[config.mk]
export PLATFORM = sky130hd
export DESIGN_NAME = bcd_7seg_scanner
export DESIGN_NICKNAME = d
export VERILOG_FILES = /design/src/rtl/bcd_7seg_scanner.sv
export SDC_FILE = /design/constraint.sdc
export NUM_CORES = 1
export LEC_CHECK = 0
export CAP_MARGIN = 10
export CORE_ASPECT_RATIO = 0.75
export CORE_MARGIN = 1.5
export CORE_UTILIZATION = 40
export DETAILED_ROUTE_END_ITERATION = 8
export PLACE_DENSITY_LB_ADDON = 0.2
export SLEW_MARGIN = 20
export SYNTH_ARGS = -nofsm -noshare
export SYNTH_HDL_FRONTEND = slang
export SYNTH_SLANG_ARGS = --single-unit
[constraint.sdc]
create_clock -name clk -period 2.35 [get_ports clk]
set_input_delay 0.705 -clock clk [delete_from_list [all_inputs] [get_ports clk]]
set_output_delay 0.705 -clock clk [all_outputs]
set_load 0.02 [all_outputs]
[src/rtl/bcd_7seg_scanner.sv]
// Four-digit multiplexed seven-segment driver for packed BCD input.
// Common-anode, active-low digit enables, segments and decimal point.
module bcd_7seg_scanner #(
  parameter int unsigned REFRESH_DIV = 100000
) (
  input  logic        clk,
  input  logic        reset,
  input  logic        load,
  input  logic [15:0] bcd_in,
  input  logic [3:0]  dp_in,
  input  logic        blank_lz,
  output logic [3:0]  an,
  output logic [6:0]  seg,
  output logic        dp
);

  localparam int unsigned CNT_W   = (REFRESH_DIV > 2) ? $clog2(REFRESH_DIV) : 1;
  localparam int unsigned IDX_W   = 2;
  localparam int unsigned NIB_W   = 4;
  localparam logic [CNT_W-1:0] CNT_MAX = CNT_W'(REFRESH_DIV - 1);

  localparam logic [3:0] AN_OFF   = 4'b1111;
  localparam logic [6:0] SEG_OFF  = 7'b1111111;
  localparam logic [6:0] SEG_DASH = 7'b0111111;

  logic [15:0]      bcd_q;
  logic [3:0]       dp_q;
  logic [CNT_W-1:0] div_cnt;
  logic [IDX_W-1:0] idx;

  logic             tick;
  logic [IDX_W-1:0] idx_next;
  logic [NIB_W-1:0] nib;
  logic             upper_zero;
  logic             blank;
  logic [6:0]       glyph;
  logic [3:0]       an_nxt;
  logic [6:0]       seg_nxt;
  logic             dp_nxt;

  // Holding registers for the displayed word and decimal points
  always_ff @(posedge clk or posedge reset) begin
    if (reset) begin
      bcd_q <= 16'h0000;
      dp_q  <= 4'h0;
    end else if (load) begin
      bcd_q <= bcd_in;
      dp_q  <= dp_in;
    end
  end

  // Refresh divider and digit index
  always_ff @(posedge clk or posedge reset) begin
    if (reset) begin
      div_cnt <= '0;
      idx     <= '0;
    end else if (tick) begin
      div_cnt <= '0;
      idx     <= idx_next;
    end else begin
      div_cnt <= div_cnt + CNT_W'(1);
    end
  end

  // Registered display outputs, refreshed only on tick edges
  always_ff @(posedge clk or posedge reset) begin
    if (reset) begin
      an  <= AN_OFF;
      seg <= SEG_OFF;
      dp  <= 1'b1;
    end else if (tick) begin
      an  <= an_nxt;
      seg <= seg_nxt;
      dp  <= dp_nxt;
    end
  end

  // Select the upcoming digit's nibble and decide whether it is a leading zero
  always_comb begin
    tick       = (div_cnt == CNT_MAX);
    idx_next   = idx + IDX_W'(1);
    nib        = bcd_q[3:0];
    upper_zero = 1'b0;
    case (idx_next)
      2'd0: begin
        nib        = bcd_q[3:0];
        upper_zero = 1'b0;
      end
      2'd1: begin
        nib        = bcd_q[7:4];
        upper_zero = (bcd_q[15:4] == 12'h000);
      end
      2'd2: begin
        nib        = bcd_q[11:8];
        upper_zero = (bcd_q[15:8] == 8'h00);
      end
      default: begin
        nib        = bcd_q[15:12];
        upper_zero = (bcd_q[15:12] == 4'h0);
      end
    endcase
    blank = blank_lz & upper_zero;
  end

  // BCD to active-low {g..a}; non-decimal nibbles render as a dash
  always_comb begin
    glyph = SEG_DASH;
    case (nib)
      4'd0:    glyph = 7'b1000000;
      4'd1:    glyph = 7'b1111001;
      4'd2:    glyph = 7'b0100100;
      4'd3:    glyph = 7'b0110000;
      4'd4:    glyph = 7'b0011001;
      4'd5:    glyph = 7'b0010010;
      4'd6:    glyph = 7'b0000010;
      4'd7:    glyph = 7'b1111000;
      4'd8:    glyph = 7'b0000000;
      4'd9:    glyph = 7'b0010000;
      default: glyph = SEG_DASH;
    endcase
  end

  // Next slot drive; a blanked slot turns everything off including dp
  always_comb begin
    an_nxt  = AN_OFF;
    seg_nxt = SEG_OFF;
    dp_nxt  = 1'b1;
    if (!blank) begin
      an_nxt  = ~(4'b0001 << idx_next);
      seg_nxt = glyph;
      dp_nxt  = ~dp_q[idx_next];
    end
  end

endmodule

=== After elaboration in Yosys (flattened, before gate mapping) ===
Memory sizes are Yosys's and may differ from the RTL's.
Index checks and enable logic that the tools add are counted.

* Bits in registers: 51
* Memory bits (read-only): 112
* Input port bits: 24
* Output and inout port bits: 12
* Word-level logic and storage cells: 30
* Memories: 1

{| class="wikitable"
|+ Memory list
! memory !! words !! width !! rd ports !! clocked after memory_dff !! wr ports !! line !! text
|-
| (name not given) || 16 || 7 || 1 || 0 || 0 || 108 || <nowiki>case (nib)</nowiki>
|}

* Add/subtract/negate cells: 2
* $lt $le $gt $ge: 1
* Equal/unequal tests: 3
* Shift operators: 1
* Multiplexer cells: 8
* Bitwise gates (word level): 3
* Reductions and logical operators: 4

{| class="wikitable"
|+ Operators by type and width
! kind !! number
|-
| $add 17x1->17 const B || 1
|-
| $eq 17x17->1 const B || 1
|-
| $mux 17 || 1
|-
| $logic_not 12->1 || 1
|-
| $pmux 4 s3 || 1
|-
| $logic_not 8->1 || 1
|-
| $mux 7 || 1
|-
| $logic_not 4->1 || 1
|-
| $mux 4 || 1
|-
| $not 4->4 || 1
|-
| $shl 1x2->4 const A || 1
|-
| $lt 2x3->1 const B || 1
|-
| $pmux 1 s3 || 1
|-
| $add 2x1->2 const B || 1
|-
| $bmux 1 s2 || 1
|-
| $eq 2x1->1 const B || 1
|-
| $eq 2x2->1 const B || 1
|-
| $logic_not 2->1 || 1
|-
| $mux 1 || 2
|-
| $and 1x1->1 || 1
|-
| $not 1->1 || 1
|}

=== Longest topological paths before layout ===
* Depth in word-level cells: 5
* Gate-level depth with buffers: 9
* Mapped depth without buffers: 9

=== Least setup slack after synthesis ===
Ideal clock, no wire load.

* Kind: flip-flop to flip-flop
* Start: register idx[0]
* End: register seg[3]
* Setup time: 0.085 ns
* Arrival time: 1.895 ns
* Data required time: 2.265 ns
* Path slack: 0.369 ns
* Stages on the path, launching flop included: 9
* Path buffers: 1
* Clock period less this slack: 1.981 ns
* Cell sequence: dfrtp_1 -> inv_1 -> ha_1 -> clkbuf_1 -> mux2_2 -> ha_1 -> inv_1 -> a21oi_1 -> a21oi_2

* Cells in the longest elaborated chain, start to end: 5
* Elaborated cells between the ends (all ways): 9
* Those cells by class: add/sub (1); eq/ne (2); mux (3); bitwise (1); reduce/logical (1); memory (1)

{| class="wikitable"
|+ Ends and longest elaborated chain
! what !! line !! text
|-
| start, declared || 29 || <nowiki>logic [IDX_W-1:0] idx;</nowiki>
|-
| start signal, assigned || 59 || <nowiki>idx <= idx_next;</nowiki>
|-
| $add 2x1->2 (*) || 81 || <nowiki>idx_next = idx + IDX_W'(1);</nowiki>
|-
| named net idx_next[0] || 32 || <nowiki>logic [IDX_W-1:0] idx_next;</nowiki>
|-
| $eq 2x2->1, or another cell as far along || 84 || <nowiki>case (idx_next)</nowiki>
|-
| $pmux 4 s3 or $pmux 1 s3 (tied branches) || 84 ||
|-
| $mem_v2 16x7 or $and 1x1->1 (tied branches) || - ||
|-
| $mux 7 (*) || 128 || <nowiki>if (!blank) begin</nowiki>
|-
| end signal, assigned || 73 || <nowiki>seg <= seg_nxt;</nowiki>
|-
| end, declared || 13 || <nowiki>output logic [6:0] seg,</nowiki>
|}

The timed path passes the listed nets; every way through them passes the cells marked *.
A chain may end at the register's enable or synchronous reset.

=== Worst setup path in the final report ===
* Start: register an[3]
* End: output an[3]

{| class="wikitable"
|+ RTL lines
! what !! line !! text
|-
| start, declared || 12 || <nowiki>output logic [3:0] an,</nowiki>
|-
| start signal, assigned || 72 || <nowiki>an <= an_nxt;</nowiki>
|}

No word-level cell between the ends.

==> impl_metrics.env <==
export IMPL_grt_pass1_vias=1638
export IMPL_drt_wl_total_um=4520
export IMPL_worstPathRequired_ns=1.64
export IMPL_crit_family="buffers and inverters"
export IMPL_clk_pin_slew_ns=0.10
export IMPL_hp_class="reg -> reg"
export IMPL_insertion_delay_ns=0.31
export IMPL_syn_to_final_growth_pct=24.4
export IMPL_die_h_um=70.3
export IMPL_fp_dieW_um=92.7
export IMPL_via_count=1675
export IMPL_grt_overflow_total=0
export IMPL_clk_path_buf_depth=2
export IMPL_synthFlopType="dfrtp_1"
export IMPL_syn_area_um2=2410
export IMPL_hold_viol_final=0
export IMPL_cpPeakStageDelay_ns=0.60
export IMPL_insertedDiodeCount=0
export IMPL_synth_top_area_share=0.404
export IMPL_ios=36
export IMPL_synth_cell_types=38
export IMPL_max_freq_mhz=461
export IMPL_slew_viol_final=0
export IMPL_synth_top_cell_by_area="dfrtp_1"
export IMPL_gp_congestion=0.850
export IMPL_remaining_drc_errors=0
export IMPL_critPathBufInv=1
export IMPL_cp_slowest_cell="clkdlybuf4s50_1"
export IMPL_outcome="finished clean"
export IMPL_dpl_instance_area_um2=2880
export IMPL_drv_cap=0
export IMPL_setup_violations=0
export IMPL_cts_hold_repair_buffers=0
export IMPL_arrival_ns=1.46
export IMPL_cts_buffers=5
export IMPL_clock_sinks=51
export IMPL_vias_per_cell=4.97
export IMPL_synthCells=214
export IMPL_irDropWorstVdd_mv=0.274
export IMPL_ctsResizeCount=0
export IMPL_antenna_found_initial=0
export IMPL_synth_seq_area_share=0.535
export IMPL_worst_slew_pin_slew_ns=0.450
export IMPL_die_area_um2=6510
export IMPL_core_area_um2=5830
export IMPL_synth_warnings=0
export IMPL_leakage_uw=0.00124
export IMPL_cp_end_kind="output port"
export IMPL_crit_chain="clkdlybuf4s50_1"
export IMPL_ant_nets=0
export IMPL_dp_hpwl_um=3310
export IMPL_synthesis_nets=247
export IMPL_mostFrequentLayoutCells="dfrtp_1 (39), clkdlybuf4s50_1 (35), nor2_1 (25)"
export IMPL_grt_util_all_layers=0.158
export IMPL_fin_area_um2=3000
export IMPL_syn_avg_cell_area_um2=11.3
export IMPL_drive_above_1_share=0.224
export IMPL_drtIter0Drc=65
export IMPL_rsz0062_at_grt="false"
export IMPL_setup_ws_ns=0.180
export IMPL_final_period_utilization=0.923
export IMPL_h_tree_depth=2
export IMPL_crit_path_start_kind="register"
export IMPL_layout_nets=291
export IMPL_layout_commonest_cell="dfrtp_1"
export IMPL_period_needed_ns=2.17
export IMPL_power_density_nw_per_um2=548
export IMPL_synth_edff_count=0
export IMPL_slew_headroom=0.700
export IMPL_dpl_worst_slack_ns=0.127
export IMPL_wl_per_cell_um=13.4
export IMPL_grt_max_degree=39
export IMPL_critPathKind="reg -> out"
export IMPL_drt_first_pass_iters=5
export IMPL_synth_seq_cells=51
export IMPL_tritoncts="yes"
export IMPL_cts_setup_buffers=0
export IMPL_async_flop_share=1.00
export IMPL_synth_area_leaders="dfrtp_1 (40%), dfstp_2 (13%), mux2_2 (8.9%)"
export IMPL_crit_fanout=2
export IMPL_grt_pass1_wl_um=7970
export IMPL_root_buffer="clkbuf_8"
export IMPL_rows=24
export IMPL_port_buffers=35
export IMPL_initial_utilization=0.414
export IMPL_skew_ns=0.0112
export IMPL_setup_tns_ns=0
==> routing by layer <==
metal	wire, µm	GRT usage
met4	74	0.0606
met5	0	0
met3	235	0.0468
met1	2440	0.244
met2	1780	0.204
==> layout make-up <==
| cell class | instances | area (µm²) |
|---|---|---|
| Clock buffer | 5 | 68.8 |
| Clock inverter | 3 | 25.0 |
| Fill cell | 527 | 2820 |
| Inverter | 11 | 41.3 |
| Multi-Input combinational cell | 145 | 1050 |
| Sequential cell | 51 | 1290 |
| Tap cell | 78 | 97.6 |
| Timing Repair Buffer | 44 | 430 |
==> report_power, final <==
group | internal (µW) | switching, µW | total, µW | leakage, µW
clock network | 217 | 315 | 532 | 0.0000452
logic | 97.8 | 79.4 | 177 | 0.000581
registers | 912 | 23.9 | 936 | 0.000613
==> state kept, by name, summed over array words and instances (netlist names) <==
register	count
dp	1
dp_q	4
idx	2
bcd_q	16
seg	7
div_cnt	17
an	4
==> final timing paths <==
check	from	endpoint	slack, ns	cells past startpoint
hold reg to reg	div_cnt[0]$_DFF_PP0_	div_cnt[0]$_DFF_PP0_	0.49	1
hold / removal	div_cnt[0]$_DFF_PP0_	div_cnt[0]$_DFF_PP0_	0.49	1
setup reg to reg	idx[0]$_DFFE_PP0N_	seg[3]$_DFFE_PP1N_	0.21	7
max in group asynchronous	reset	an[0]$_DFFE_PP1N_	1.12	3
setup / recovery	an[3]$_DFFE_PP1N_	an[3]	0.18	1
min in group asynchronous	reset	bcd_q[9]$_DFFE_PP0P_	0.67	2
==> through the flow <==
stage	power, µW	hold WS (ns)	instances	util
5_1_grt	1730	0.533	337	0.515
2_1_floorplan	1050	0.451	214	-
6_report	1650	0.487	337	0.515
4_1_cts	1660	0.492	333	0.510
3_5_place_dp	1120	0.476	325	0.494
3_3_place_gp	1120	0.478	325	0.494
==> cells in the mapped netlist, drive strengths merged, types with 4 or more instances <==
master	n
inv	11
nand2	12
xor2	7
a21oi	13
clkbuf	4
nor4	4
dfrtp	39
mux2	20
dfstp	12
nand3	13
nor2	25
o21ai	6
xnor2	9
a222oi	4
ha	9
==> logic make-up (layout without fill, tap and decap cells) <==
kind of cell / after synthesis / after routing / synth area share
and+or+nand+nor: 70 / 70 / 0.147
DFF: 51 / 51 / 0.535
AOI/OAI and AO/OA: 28 / 28 / 0.0747
muxes: 22 / 22 / 0.108
buffers and inverters: 18 / 63 / 0.0306
xor gates and xnor gates: 16 / 16 / 0.0581
adders and majority gates: 9 / 9 / 0.0467
Note: power is estimated with default switching activity, not from simulation.
==> patch 1: new RTL, same flow settings <==
`REFRESH_DIV`: 100000 -> 50000.
--- a/src/rtl/bcd_7seg_scanner.sv
+++ b/src/rtl/bcd_7seg_scanner.sv
@@ -1,7 +1,7 @@
 // Four-digit multiplexed seven-segment driver for packed BCD input.
 // Common-anode, active-low digit enables, segments and decimal point.
 module bcd_7seg_scanner #(
-  parameter int unsigned REFRESH_DIV = 100000
+  parameter int unsigned REFRESH_DIV = 50000
 ) (
   input  logic        clk,
   input  logic        reset,
Function: no difference found for any inputs over 10 cycles, from zero or initial values and one cycle with reset high; that may be too few to reach the edited logic, so the function may still have changed.
==> patch 1 against the unedited design <==
First-iteration DRC count grew 20%. Worst setup slack lost 0.076 ns. Non-clock buffer count shrank 1. Area after synthesis shrank 0.93%. Via count grew 0.78%. Fmax shrank 3.4%. Wire length grew 3.0%. Synthesized cell count shrank 1.9%. Hold slack gained 0.0010 ns. Total power shrank 1.4%. Sequential cell count shrank 1. Sequential share of layout area shrank 0.49 points. Design area shrank 0.71%. Critical path type is now flop to flop. Largest power group unchanged.
==> patch 1: results (changes against the unedited design) <==
** Clock network
- Root buf cell :: sky130_fd_sc_hd__clkbuf_8 (unchanged)

** Finish
- The number of non-filler instances in the completed layout was 332 (was 337).
- The number of nets at the end of the flow is 286 (was 291).
- Registers with the highest flip-flop counts :: bcd_q x16, div_cnt x16, seg x7 (was div_cnt x17, bcd_q x16, seg x7)

** Placed design
- Post-detail-place hpwl :: 3350 um (was 3310 um)
- The routability-driven placement congestion ratio was 0.814 (was 0.850).
- DP Area :: 2870 um2 (was 2880 um2)

** Run status
- Result of the run: finished clean (unchanged).

** Synth
- The number of nets produced by synthesis came to 243 (was 247).
- Leading cell types by total area after synthesis :: sky130_fd_sc_hd__dfrtp_1, sky130_fd_sc_hd__dfstp_2, sky130_fd_sc_hd__mux2_2, sky130_fd_sc_hd__ha_1, sky130_fd_sc_hd__nor2_1 (unchanged)
- Sequential share of the synthesized area :: 53.0% (was 53.5%)
- Top cell types by occurrence after synthesis :: sky130_fd_sc_hd__dfrtp_1, sky130_fd_sc_hd__nor2_1, sky130_fd_sc_hd__mux2_2 (unchanged)

** Power and ir drop
- The worst IR drop on VDD is 0.272 mV (was 0.274 mV).
- The static leakage was 1.27 nW (was 1.24 nW).

** Routing
- The number of DRC markers after the initial detailed-route iteration came to 78 (was 65).
- Vias per Instance :: 5.08 (was 4.97)
- The number of detailed-routing iterations run before antenna repair is 4 (was 5).
- Wirelength, routed :: 4660 um (was 4520 um)

** Worst setup path
- The arrival time of the worst setup path came to 2.48 ns (was 1.46 ns).
- The worst-path maximum fanout came to 6 (was 2).
- Worst-path cell with the longest stage delay :: sky130_fd_sc_hd__or4_1 (was sky130_fd_sc_hd__clkdlybuf4s50_1)
- The maximum cell stage delay along the critical path came to 0.53 ns (was 0.60 ns).

** Global routing
- Number of global-route vias before repair :: 1603 (was 1638)
- Combined global-route utilization of all metal layers :: 15.9% (was 15.8%)
- Maximum number of pins on one net before global-route repair :: 51 (was 39)
- First-pass GRT wire length :: 7910 um (was 7970 um)

** Timing
- The post-route clock skew came to 0.00285 ns (was 0.0112 ns).
- Relative max-transition margin :: 72.3% (was 70.0%)
patch 1: changes by cell type in the layout (fill, tap and decap cells not counted), sizes merged, moves of 2 or more:
cell	before	now
inv	13	11
nand3	13	8
o22ai	0	2
xnor2	9	6
nor3	3	0
a31oi	1	6
o21a	0	2
o211ai	2	0
xor2	7	9
nand2b	1	3
nor2	25	27
nand2	12	10
a21oi	13	7
patch 1: metal layers:
metal / global-route usage (%) / up-vias / wire [um]
met2: 20.2 / 39 / 1900
met3: 3.92 / 8 / 210
met4: 6.15 / 0 / 68
li1: - / 816 / -
met5: 0 / - / 0
met1: 25.4 / 825 / 2480
patch 1: timing repair:
| item | in CTS | in global routing |
|---|---|---|
| resized for setup | 0 | 4 |
| endpoints found under the setup margin | 0 | 4 |
| hold buffers | 0 | 0 |
patch 1: final timing paths:
check / start / endpoint / slack [ns]
worst max-delay path: idx[1] / seg[0] / 0.10
worst min-delay path: div_cnt[0] / div_cnt[0] / 0.49
worst max register to register: idx[1] / seg[0] / 0.10
worst min register to register: div_cnt[0] / div_cnt[0] / 0.49
max in group asynchronous: reset / seg[5] / 1.30
min in group asynchronous: reset / div_cnt[0] / 0.74
patch 1: stage by stage:
step / hold slack (ns) / worst slack (ns) / total power, mW
3_3_place_gp: 0.480 / 0.109 / 1.11
4_1_cts: 0.489 / 0.0350 / 1.64
3_5_place_dp: 0.475 / 0.0579 / 1.11
5_1_grt: 0.519 / 0.00825 / 1.70
2_1_floorplan: 0.450 / 0.130 / 1.03
6_report: 0.488 / 0.105 / 1.62
patch 1: final cells by class:
| cell class | instances | area [um2] |
|---|---|---|
| fill | 536 | 2810 |
| clock inverter | 2 | 12.5 |
| clock buffer | 6 | 82.6 |
| tap | 78 | 97.6 |
| multi-input combinational | 142 | 1040 |
| inverter | 11 | 41.3 |
| timing repair buffer | 43 | 435 |
| sequential | 50 | 1270 |
patch 1: power by group:
group	switching (mW)	leakage, nW	total, mW	internal [mW]
logic	0.0784	0.623	0.177	0.0989
clock network	0.287	0.0472	0.525	0.237
registers	0.0257	0.597	0.920	0.895
total	0.392	1.27	1.62	1.23
patch 1: kinds of logic after synthesis:
kind of cell / Yosys count / synth area share [%]
and+or+nand+nor: 65 / 13.7
DFF: 50 / 53.0
AOI/OAI and AO/OA: 31 / 8.48
muxes: 22 / 10.7
buffers and inverters: 18 / 3.98
xor gates and xnor gates: 15 / 5.49
adders and majority gates: 9 / 4.71
patch 1: worst max-delay path, delay by kind of cell, from the launching register on:
family                     cells  cell delay (ns)
and+or+nand+nor                2             0.72
AOI/OAI and AO/OA              2             0.59
DFF                            1             0.40
adders and majority gates      1             0.19
muxes                          1             0.16
buffers and inverters          1             0.11
==> patch 2: new RTL, same flow settings <==
Made on the original files. Put one more register stage on the output `dp`, with the module's reset. The value now appears one clock later. The other outputs are not delayed to match.
--- a/src/rtl/bcd_7seg_scanner.sv
+++ b/src/rtl/bcd_7seg_scanner.sv
@@ -22,6 +22,8 @@
   localparam logic [3:0] AN_OFF   = 4'b1111;
   localparam logic [6:0] SEG_OFF  = 7'b1111111;
   localparam logic [6:0] SEG_DASH = 7'b0111111;
+
+  logic dp_s0;
 
   logic [15:0]      bcd_q;
   logic [3:0]       dp_q;
@@ -67,11 +69,11 @@
     if (reset) begin
       an  <= AN_OFF;
       seg <= SEG_OFF;
-      dp  <= 1'b1;
+      dp_s0 <= 1'b1;
     end else if (tick) begin
       an  <= an_nxt;
       seg <= seg_nxt;
-      dp  <= dp_nxt;
+      dp_s0 <= dp_nxt;
     end
   end
 
@@ -132,5 +134,13 @@
     end
   end
 
+  always_ff @(posedge clk or posedge reset) begin
+    if (reset) begin
+      dp <= '0;
+    end else begin
+      dp <= dp_s0;
+    end
+  end
+
 endmodule
 
Behaviour: not the same (a bounded check fails within 4 cycles, from zero or initial values and one cycle with reset high).
==> patch 2 against the unedited design <==
Worst setup slack better by 0.0042 ns. Clock skew is 0.00073 ns lower. Area after synthesis up 1.0%. Design area rose by 0.54%. Wire length grew 2.4%. Sequential power rose by 2%. Sequential cell count rose by 1. Via count up 0.18%. Register-to-register slack about the same. Clock power grew 16%. Total power up 6.0%. Die area rose by 1.0%. Count of clock-buffer cells in the layout unchanged. Largest cell class unchanged. Highest routed layer unchanged.
==> patch 2: results (changes against the unedited design) <==
** Synth
- The number of nets produced by synthesis is 248 (was 247).
- Post-synth cell types :: 38 (unchanged)
- Most common cell in the synthesized netlist :: sky130_fd_sc_hd__dfrtp_1 (unchanged)
- Fraction of synthesis flops using an asynchronous set or reset pin :: 100% (unchanged)
- The Yosys warning count came to 0 (unchanged).
- Top cell types by occurrence after synthesis: sky130_fd_sc_hd__dfrtp_1, sky130_fd_sc_hd__nor2_1, sky130_fd_sc_hd__mux2_2 (unchanged).
- Leading cell types by total area after synthesis: sky130_fd_sc_hd__dfrtp_1, sky130_fd_sc_hd__dfstp_2, sky130_fd_sc_hd__mux2_2, sky130_fd_sc_hd__ha_1, sky130_fd_sc_hd__nor2_1 (unchanged).
- Sequential share of the synthesized area :: 54.0% (was 53.5%)

** Finish
- Registers with the highest flip-flop counts: div_cnt x17, bcd_q x16, seg x7 (unchanged).
- Final net count :: 288 (was 291)
- Number of inserted diodes :: 0 (unchanged)
- The number of filler instances in the final layout is 544 (was 527).
- Fraction of final layout cells with drive strength greater than 1 :: 21.1% (was 22.4%)
- Core Util, Final :: 51.6% (was 51.5%)

** Placed design
- Port buffer count :: 35 (unchanged)
- DP Area :: 2900 um2 (was 2880 um2)
- Routability-driven placement congestion ratio :: 0.759 (was 0.850)
- The detailed-placement wirelength estimate came to 3290 um (was 3310 um).
- The placement-stage worst setup slack is 0.179 ns (was 0.127 ns).

** Min path
- The worst min-delay path category is flop to flop (unchanged).

** Routing
- Initial DRT Pass Iterations :: 4 (was 5)
- Drt first-iter violations :: 69 (was 65)
- The routed via count was 1678 (was 1675).
- The final routed wirelength across all metal layers was 4630 um (was 4520 um).

** Global routing
- Maximum number of pins on one net before global-route repair :: 53 (was 39)
- The wire length of the first global-routing pass came to 8030 um (was 7970 um).
- The total routing usage reported by global routing was 15.7% (was 15.8%).
- Number of global-route vias before repair :: 1615 (was 1638)
- Antenna violations before repair :: 0 (unchanged)

** Power and ir drop
- Switching power summed over all nets :: 0.403 mW (was 0.418 mW)
- Max IR drop VDD :: 0.259 mV (was 0.274 mV)
- The static leakage is 1.24 nW (about the same).

** Timing
- The relative slew slack was 63.1% (was 70.0%).
- The post-route clock skew is 0.0105 ns (was 0.0112 ns).

** Worst setup path
- The worst-path maximum fanout came to 2 (unchanged).
- Maximum cell stage delay along the critical path :: 0.60 ns (about the same)
- Worst-path cell with the longest stage delay :: sky130_fd_sc_hd__clkdlybuf4s50_1 (unchanged)
- The arrival time of the worst setup path was 1.46 ns (about the same).
- Gate family responsible for the most delay along the worst path :: buffers and inverters (unchanged)

** Run status
- Result of the run: finished clean (unchanged).

** Clock network
- Clock-pin slew was measured on the worst setup and hold paths at about 0.090 ns.
- Root buf cell :: sky130_fd_sc_hd__clkbuf_8 (unchanged)
- Number of buffers created by CTS :: 5 (unchanged)
- The number of buffers on the longest clock path came to 2 (unchanged).
- CTS H-tree lvls :: 2 (unchanged)
- Clock network latency to the later pin of the worst-skew pair :: 0.31 ns (about the same)
==> patch 2: cell count changes after synthesis <==
| cell | delta |
|---|---|
| sky130_fd_sc_hd__dfrtp_1 | +1 |
==> patch 2: timing repair <==
item                       in CTS  in global routing
setup endpoints to repair       0                  6
buffers inserted                0                  1
resized for setup               0                  1
==> patch 2: layer usage <==
layer | vias to the layer above | track usage, % | wire, um
li1 | 831 | - | -
met4 | 0 | 5.05 | 66
met1 | 808 | 24.1 | 2500
met2 | 33 | 21.3 | 1880
met3 | 6 | 3.98 | 182
met5 | - | 0 | 0
==> patch 2: cell type report <==
type                       instances  share of cell area [%]
sequential                        52                    43.6
multi-input combinational        145                    34.9
timing repair buffer              40                    13.3
tap                               78                    3.23
clock buffer                       5                    2.28
clock inverter                     3                    1.41
inverter                          11                    1.37
==> patch 2: logic make-up after synthesis <==
family | Yosys count | share of synthesized area (%)
xor gates and xnor gates | 16 | 5.75
buffers and inverters | 18 | 3.03
adders and majority gates | 9 | 4.62
DFF | 52 | 54.0
and+or+nand+nor | 70 | 14.5
muxes | 22 | 10.7
AOI/OAI and AO/OA | 28 | 7.39
==> patch 2: metrics by stage <==
step	std cells	TNS [ns]	total power [mW]	hold slack, ns
final	334	0	1.74	0.407
after global routing	334	-0.00504	1.82	0.411
after CTS	333	0	1.76	0.409
after detailed placement	325	0	1.14	0.392
after global placement	325	0	1.14	0.393
after floorplan	215	0	1.07	0.389
==> patch 2: power groups by stage <==
stage               registers (mW)  logic [mW]  clock network, mW
finish                       0.954       0.175              0.616
floorplan                    0.960       0.109                  0
CTS                          0.953       0.174              0.636
global placement             0.970       0.171                  0
global route                 0.959       0.197              0.663
detailed placement           0.970       0.173                  0
==> patch 2: worst paths after layout <==
kind / from / endpoint / slack, ns / cells past startpoint
min in group asynchronous: reset / div_cnt[8] / 0.75 / 3
max in group asynchronous: reset / dp_s0 / 1.30 / 3
max reg2reg: idx[0] / seg[0] / 0.21 / 8
min reg2reg: dp_s0 / dp / 0.41 / 0
min: dp_s0 / dp / 0.41 / 0
max: an[2] / an[2] / 0.18 / 1
